**config.mk**
```make
export PLATFORM = sky130hd
export DESIGN_NAME = z_result_stage
export DESIGN_NICKNAME = d
export VERILOG_FILES = /design/src/rtl/alu_pkg.sv /design/src/rtl/result_fifo.sv /design/src/rtl/z_result_stage.sv
export SDC_FILE = /design/constraint.sdc
export NUM_CORES = 1
export LEC_CHECK = 0
export CORE_MARGIN = 3
export CORE_UTILIZATION = 51
export CTS_CLUSTER_DIAMETER = 200
export DETAILED_ROUTE_END_ITERATION = 10
export PLACE_DENSITY = 0.76
export SLEW_MARGIN = 5
export SYNTH_ARGS = -nofsm -noshare
export SYNTH_HDL_FRONTEND = slang
export SYNTH_SLANG_ARGS = --single-unit
```
**constraint.sdc**
```tcl
create_clock -name clock -period 6.4 [get_ports clock]
set_input_delay 1.6 -clock clock [delete_from_list [all_inputs] [get_ports clock]]
set_output_delay 1.6 -clock clock [all_outputs]
set_load 0.01 [all_outputs]
```
**src/rtl/alu_pkg.sv**
```systemverilog
// Shared ALU definitions: opcode constants, opcode classification helpers,
// drain FSM state type and the result FIFO entry layout.
// Optional feature macro: Z_RESULT_FLAGS_EN adds per-entry zero/negative flags.
package alu_pkg;

  localparam logic [3:0] OP_ADD = 4'b0001;
  localparam logic [3:0] OP_SUB = 4'b0010;
  localparam logic [3:0] OP_DIV = 4'b0011;
  localparam logic [3:0] OP_MUL = 4'b0100;
  localparam logic [3:0] OP_AND = 4'b0101;
  localparam logic [3:0] OP_OR  = 4'b0110;
  localparam logic [3:0] OP_XOR = 4'b0111;
  localparam logic [3:0] OP_SLL = 4'b1000;
  localparam logic [3:0] OP_SRL = 4'b1001;
  localparam logic [3:0] OP_SRA = 4'b1010;
  localparam logic [3:0] OP_ROL = 4'b1011;

  localparam int unsigned DATA_W = 32;

  typedef enum logic [1:0] {
    ST_IDLE = 2'd0,
    ST_LO   = 2'd1,
    ST_HI   = 2'd2
  } drain_state_e;

  typedef struct packed {
    logic [3:0]        op;
    logic [DATA_W-1:0] lo;
    logic [DATA_W-1:0] hi;
    logic              err;
`ifdef Z_RESULT_FLAGS_EN
    logic              z;
    logic              n;
`endif
  } fifo_entry_t;

  // Wide ops produce a high word and drain as two beats.
  function automatic logic is_wide(input logic [3:0] op);
    return (op == OP_DIV) || (op == OP_MUL);
  endfunction

  function automatic logic is_legal(input logic [3:0] op);
    return (op >= OP_ADD) && (op <= OP_ROL);
  endfunction

endpackage

```
**src/rtl/result_fifo.sv**
```systemverilog
// Result FIFO: registered storage, wrapping pointers and occupancy count.
// Ports:
//   clock, clear_n       - clock, synchronous active-low reset
//   i_push, i_wdata      - write request and entry
//   i_pop                - remove head entry
//   o_head_nxt_c         - head entry as it will be after this cycle's push/pop
//   o_empty_nxt_c        - FIFO will be empty after this cycle
//   o_full_nxt_c         - FIFO will be full after this cycle
module result_fifo #(
  parameter int unsigned DEPTH = 2,
  parameter int unsigned WIDTH = 8
) (
  input  logic             clock,
  input  logic             clear_n,
  input  logic             i_push,
  input  logic             i_pop,
  input  logic [WIDTH-1:0] i_wdata,
  output logic [WIDTH-1:0] o_head_nxt_c,
  output logic             o_empty_nxt_c,
  output logic             o_full_nxt_c
);

  localparam int unsigned PW = $clog2(DEPTH);
  localparam int unsigned CW = $clog2(DEPTH) + 1;

  logic [WIDTH-1:0] r_mem [DEPTH];
  logic [PW-1:0]    r_wr_ptr;
  logic [PW-1:0]    r_rd_ptr;
  logic [CW-1:0]    r_count;
  logic [PW-1:0]    w_rd_ptr_nxt;
  logic [CW-1:0]    w_count_nxt;
  logic [CW-1:0]    w_count_after_pop;
  logic             w_push;
  logic             w_pop;

  // Guard against overflow/underflow so pointers never desynchronise.
  assign w_push = i_push && (r_count != CW'(DEPTH));
  assign w_pop  = i_pop && (r_count != CW'(0));

  assign w_rd_ptr_nxt      = w_pop ? r_rd_ptr + PW'(1) : r_rd_ptr;
  assign w_count_after_pop = r_count - CW'(w_pop);
  assign w_count_nxt       = w_count_after_pop + CW'(w_push);

  assign o_empty_nxt_c = (w_count_nxt == CW'(0));
  assign o_full_nxt_c  = (w_count_nxt == CW'(DEPTH));

  // An entry written into an (effectively) empty FIFO becomes the next head.
  assign o_head_nxt_c = (w_push && (w_count_after_pop == CW'(0))) ? i_wdata
                                                                  : r_mem[w_rd_ptr_nxt];

  // Pointer and count registers.
  always_ff @(posedge clock) begin
    if (!clear_n) begin
      r_wr_ptr <= '0;
      r_rd_ptr <= '0;
      r_count  <= '0;
    end else begin
      if (w_push) r_wr_ptr <= r_wr_ptr + PW'(1);
      r_rd_ptr <= w_rd_ptr_nxt;
      r_count  <= w_count_nxt;
    end
  end

  // Storage array; contents are don't-care while unoccupied.
  always_ff @(posedge clock) begin
    if (w_push) r_mem[r_wr_ptr] <= i_wdata;
  end

endmodule

```
**src/rtl/z_result_stage.sv**
```systemverilog
// Result-capture stage behind the ALU: buffers results in a FIFO and drains
// each one as one (narrow) or two (wide: lo then hi) beats on a valid/ready bus.
// Flags divide-by-zero per result and counts dropped illegal-op results.
// Optional feature macro: Z_RESULT_FLAGS_EN (zero/negative flags per result).
// Ports:
//   clock, clear_n                - clock, synchronous active-low reset
//   in_valid/in_ready             - ALU result handshake
//   in_op, in_lo, in_hi, in_b     - opcode, low/high result, B operand
//   bus_valid/bus_ready           - result bus handshake
//   bus_data, bus_hi, bus_last    - beat payload, high-word beat, final beat
//   bus_err                       - result is a divide by zero
//   flag_z, flag_n                - result zero / negative (0 when feature off)
//   drop_cnt                      - saturating count of dropped illegal ops
module z_result_stage
  import alu_pkg::*;
#(
  parameter int unsigned DEPTH = 2
) (
  input  logic        clock,
  input  logic        clear_n,
  input  logic        in_valid,
  output logic        in_ready,
  input  logic [3:0]  in_op,
  input  logic [31:0] in_lo,
  input  logic [31:0] in_hi,
  input  logic [31:0] in_b,
  output logic        bus_valid,
  input  logic        bus_ready,
  output logic [31:0] bus_data,
  output logic        bus_hi,
  output logic        bus_last,
  output logic        bus_err,
  output logic        flag_z,
  output logic        flag_n,
  output logic [7:0]  drop_cnt
);

  localparam int unsigned ENTRY_W = $bits(fifo_entry_t);

  drain_state_e r_state;
  drain_state_e w_state_nxt;

  logic        r_in_ready;
  logic        r_bus_valid;
  logic [31:0] r_bus_data;
  logic        r_bus_hi;
  logic        r_bus_last;
  logic        r_bus_err;
  logic [7:0]  r_drop_cnt;

  logic        w_bus_valid_nxt;
  logic [31:0] w_bus_data_nxt;
  logic        w_bus_hi_nxt;
  logic        w_bus_last_nxt;
  logic        w_bus_err_nxt;

  logic        w_accept;
  logic        w_push;
  logic        w_drop;
  logic        w_pop;
  logic        w_empty_nxt;
  logic        w_full_nxt;
  fifo_entry_t w_wentry;
  fifo_entry_t w_head_nxt;

  assign w_accept = in_valid && r_in_ready;
  assign w_push   = w_accept && is_legal(in_op);
  assign w_drop   = w_accept && !is_legal(in_op);

  // The registered beat's bus_last marks the beat that retires the head entry.
  assign w_pop = r_bus_valid && bus_ready && r_bus_last;

  // Entry captured at push time.
  always_comb begin
    w_wentry     = '0;
    w_wentry.op  = in_op;
    w_wentry.lo  = in_lo;
    w_wentry.hi  = in_hi;
    w_wentry.err = (in_op == OP_DIV) && (in_b == 32'd0);
`ifdef Z_RESULT_FLAGS_EN
    if (is_wide(in_op)) begin
      w_wentry.z = ({in_hi, in_lo} == 64'd0);
      w_wentry.n = in_hi[31];
    end else begin
      w_wentry.z = (in_lo == 32'd0);
      w_wentry.n = in_lo[31];
    end
`endif
  end

  result_fifo #(
    .DEPTH (DEPTH),
    .WIDTH (ENTRY_W)
  ) u_fifo (
    .clock         (clock),
    .clear_n       (clear_n),
    .i_push        (w_push),
    .i_pop         (w_pop),
    .i_wdata       (w_wentry),
    .o_head_nxt_c  (w_head_nxt),
    .o_empty_nxt_c (w_empty_nxt),
    .o_full_nxt_c  (w_full_nxt)
  );

  // Drain FSM next state and next registered beat.
  always_comb begin
    w_state_nxt     = r_state;
    w_bus_valid_nxt = 1'b0;
    w_bus_data_nxt  = 32'd0;
    w_bus_hi_nxt    = 1'b0;
    w_bus_last_nxt  = 1'b0;
    w_bus_err_nxt   = 1'b0;

    case (r_state)
      ST_IDLE: begin
        if (!w_empty_nxt) w_state_nxt = ST_LO;
      end
      ST_LO: begin
        if (bus_ready) begin
          if (!r_bus_last)      w_state_nxt = ST_HI;
          else if (w_empty_nxt) w_state_nxt = ST_IDLE;
          else                  w_state_nxt = ST_LO;
        end
      end
      ST_HI: begin
        if (bus_ready) w_state_nxt = w_empty_nxt ? ST_IDLE : ST_LO;
      end
      default: w_state_nxt = ST_IDLE;
    endcase

    w_bus_valid_nxt = (w_state_nxt != ST_IDLE);
    if (w_bus_valid_nxt) begin
      w_bus_hi_nxt   = (w_state_nxt == ST_HI);
      w_bus_data_nxt = w_bus_hi_nxt ? w_head_nxt.hi : w_head_nxt.lo;
      w_bus_last_nxt = w_bus_hi_nxt || !is_wide(w_head_nxt.op);
      w_bus_err_nxt  = w_head_nxt.err;
    end
  end

  // State and registered bus outputs.
  always_ff @(posedge clock) begin
    if (!clear_n) begin
      r_state     <= ST_IDLE;
      r_in_ready  <= 1'b1;
      r_bus_valid <= 1'b0;
      r_bus_data  <= 32'd0;
      r_bus_hi    <= 1'b0;
      r_bus_last  <= 1'b0;
      r_bus_err   <= 1'b0;
    end else begin
      r_state     <= w_state_nxt;
      r_in_ready  <= !w_full_nxt;
      r_bus_valid <= w_bus_valid_nxt;
      r_bus_data  <= w_bus_data_nxt;
      r_bus_hi    <= w_bus_hi_nxt;
      r_bus_last  <= w_bus_last_nxt;
      r_bus_err   <= w_bus_err_nxt;
    end
  end

  // Saturating illegal-op drop counter.
  always_ff @(posedge clock) begin
    if (!clear_n) begin
      r_drop_cnt <= 8'd0;
    end else if (w_drop && (r_drop_cnt != 8'hFF)) begin
      r_drop_cnt <= r_drop_cnt + 8'd1;
    end
  end

`ifdef Z_RESULT_FLAGS_EN
  logic r_flag_z;
  logic r_flag_n;

  // Flags follow the head entry for every beat of the result.
  always_ff @(posedge clock) begin
    if (!clear_n) begin
      r_flag_z <= 1'b0;
      r_flag_n <= 1'b0;
    end else begin
      r_flag_z <= w_bus_valid_nxt && w_head_nxt.z;
      r_flag_n <= w_bus_valid_nxt && w_head_nxt.n;
    end
  end

  assign flag_z = r_flag_z;
  assign flag_n = r_flag_n;
`else
  assign flag_z = 1'b0;
  assign flag_n = 1'b0;
`endif

  assign in_ready  = r_in_ready;
  assign bus_valid = r_bus_valid;
  assign bus_data  = r_bus_data;
  assign bus_hi    = r_bus_hi;
  assign bus_last  = r_bus_last;
  assign bus_err   = r_bus_err;
  assign drop_cnt  = r_drop_cnt;

endmodule

```
==> run summary <==
status -> finished, final reports clean
IR drop worst, VDD -> 0.221 mV
Core Util, Final -> 69.6%
global-route wire length before repair -> 23900 microns
Worst Skew -> 0.00541 ns
CTS tree -> done
mux cell area share after synthesis -> 19.1%
Worst Hold Path Cells -> 2
post-route ant nets -> 0
Placer Congestion -> 0.779
Synth Area per Inst -> 17.3 sq um
post-synthesis adder-cell area fraction -> 0.494%
ys async rst share -> 0%
top-area cell type share of the netlist area -> 54.5%
Reg clk slew, reported paths -> 0.06 ns
post-synth cell types -> 50
Leak -> 3.40 nW
CTS Buf Count -> 17
area delta synth->final -> 30.1%
highest clock rate -> 222 MHz
drt total wl -> 15100 microns
Synth Area in XOR/XNOR -> 1.23%
CTS resizes -> 0
largest area contributor in the netlist -> edfxtp_1
Yosys reg bits -> 189
Slew @ Worst Pin -> 1.11 ns
critical path class -> in -> reg
final setup TNS -> 0 ns
Ports -> 151
cells taking the most area after synthesis -> edfxtp_1, dfxtp_1, mux4_2
CORE AREA -> 0.0142 sq mm
Num Clock Sinks -> 189
hold slack -> 0.522 ns
PortBufs -> 148
DRC -> 0
Crit-path slowest cell -> nand3_2
dpl hpwl -> 9610 microns
pwr dens -> 332 mW/mm^2
routed wire length per instance -> 19.2 microns
Synth Area in Compound Gates -> 1.74%
cells after synthesis -> 440
CP cell instances -> clkdlybuf4s50_1 -> or4_1 -> and4b_1 -> ha_1 -> xor3_1 -> or2_1 -> a21o_1 -> nand3_2 -> a211oi_1
Die Width -> 128 microns
n_diodes -> 0
crit path time final -> 4.50 ns
Post-CTS Hold Buffers -> 0
final hold violations -> 0
layout cells sized above 1 -> 20.5%
fillers -> 985
vias in the first global route -> 4718
initial drt markers -> 236
Slew headroom -> 25.9%
CTS root buf -> clkbuf_16
nature of the critical path startpoint -> primary input
max-slew violations -> 0
CTS max path bufs -> 2
CP arrival -> 4.81 ns
largest net degree at the start of global routing -> 70
CP Capture Type -> flip-flop
vias per cell -> 5.53
cell area after synthesis -> 0.00760 sq mm
dpl cells -> 754
R2R setup slack -> 3.23 ns
TritonRoute pass-1 iters -> 4
final non-filler cell total -> 786
Worst Setup SP -> in_op[3]
Std-Cell Rows -> 43
Worst Hold Class -> reg -> reg
Max FO, Critical Path -> 35
period utilization -> 70.2%
via count -> 4343
Die ar. -> 0.0164 sq mm
Skew-Pair Late Insertion Delay -> 0.42 ns
Starting Density -> 53.5%
Final Setup Violations -> 0
CTS H-tree lvls -> 4
Tot GR Track Use -> 19.2%
CP required -> 6.72 ns
Synth Flop Type -> edfxtp_1
initial antenna violation count -> 0
Reg2Reg Capture Point -> bus_data[6]
max-cap violations -> 0
Critical R2R Launch -> u_fifo.r_count[1]
Die Span Y -> 128 microns
crit path to -> bus_err
placed inst area -> 0.00927 sq mm
finished layout cell area -> 0.00989 sq mm
post-synthesis sequential area ratio -> 68.0%
Post-CTS Setup Inserts -> 0
RSZ-0062 raised after global routing -> no
Synth Area in Simple Gates -> 7.84%
worst reg2reg path depth -> 6
GRT overflow -> 0
CP max stage delay -> 0.75 ns
largest family of logic cells by synthesized area -> multiplexers
Post-synth EDFFs -> 138
Syn. warnings -> 0
nets@finish -> 700
==> stage by stage <==
stage	setup WS, ns	power [mW]
final	1.90	3.28
after global routing	1.63	3.42
after CTS	1.90	3.32
after detailed placement	1.44	2.26
after global placement	1.56	2.24
after floorplan	0.716	1.95
==> flip-flops by register name (all words and copies together), names as in the netlist <==
name             flops
bus_last             1
bus_hi               1
u_fifo.r_count       2
in_ready             1
u_fifo.r_wr_ptr      1
u_fifo.r_rd_ptr      1
u_fifo.r_mem       138
bus_valid            1
r_state              2
bus_data            32
drop_cnt             8
bus_err              1
==> worst max-delay path, delay by kind of cell <==
kind	cells	cell delay (ns)
adder cells (fa/ha/maj)	1	0.23
XOR/XNOR	1	0.20
AND/OR/NAND/NOR	4	1.75
buffers and inverters	1	0.49
AO/OA/AOI/OAI	2	0.54
==> layer usage <==
| metal | global-route usage [%] | wire length (microns) | vias up |
|---|---|---|---|
| met4 | 7.49 | 214 | 0 |
| met1 | 23.9 | 6250 | 2164 |
| met2 | 31.7 | 7530 | 149 |
| met3 | 5.92 | 1120 | 16 |
| li1 | - | - | 2014 |
| met5 | 0 | 0 | - |
==> layout by cell type, fill, tap and decap left out, types with 3 or more instances in the layout <==
| cell type | instances |
|---|---|
| nand3_1 | 4 |
| nand2_1 | 10 |
| and2_1 | 9 |
| clkinv_2 | 3 |
| clkinvlp_4 | 3 |
| buf_4 | 5 |
| a21oi_1 | 4 |
| nand2b_1 | 4 |
| mux2_2 | 48 |
| nor4_1 | 7 |
| xnor2_1 | 7 |
| nor2b_1 | 37 |
| nor2_1 | 7 |
| clkbuf_16 | 18 |
| ha_1 | 3 |
| mux2_1 | 16 |
| edfxtp_1 | 138 |
| dfxtp_1 | 51 |
| mux4_2 | 32 |
| nand4_1 | 5 |
| clkbuf_8 | 4 |
| inv_1 | 4 |
| clkdlybuf4s50_1 | 148 |
==> kinds of logic after synthesis <==
kind of cell / count (synthesis)
other: 1
xor gates and xnor gates: 9
AOI/OAI and AO/OA: 18
muxes: 97
adders and majority gates: 3
buffers and inverters: 24
DFF: 189
and+or+nand+nor: 99
==> power breakdown <==
group | switching, mW | internal (mW) | leakage, nW
clock | 0.425 | 0.639 | 0.296
sequential | 0.0502 | 1.47 | 1.70
combinational | 0.299 | 0.398 | 1.41
==> synthesized netlist by cell type, drive strengths merged (2+ instances only) <==
cell	instances
nor4	7
nand2b	4
mux2	64
mux4	32
clkbuf	9
and4b	2
inv	4
nand4	5
ha	3
buf	11
nor2b	38
a21oi	5
nand2	10
nand3	6
edfxtp	138
nor2	7
and2	10
dfxtp	51
xnor2	8
==> layout make-up <==
class / count / area, sq um / area share [%]
Inverter: 4 / 15.0 / 0.152
Sequential cell: 189 / 5160 / 52.2
Clock inverter: 9 / 106 / 1.08
Clock buffer: 23 / 509 / 5.15
Timing Repair Buffer: 153 / 1520 / 15.4
Tap cell: 180 / 225 / 2.28
Multi-Input combinational cell: 228 / 2350 / 23.8
==> worst min path at each step <==
stage,start,to,slack (ns)
global placement,drop_cnt[1],drop_cnt[1],0.49
detailed placement,drop_cnt[1],drop_cnt[1],0.50
finish,drop_cnt[1],drop_cnt[1],0.52
CTS,drop_cnt[1],drop_cnt[1],0.52
global route,drop_cnt[1],drop_cnt[1],0.55
floorplan,drop_cnt[1],drop_cnt[1],0.51
Power figures use the tool's default switching activity.
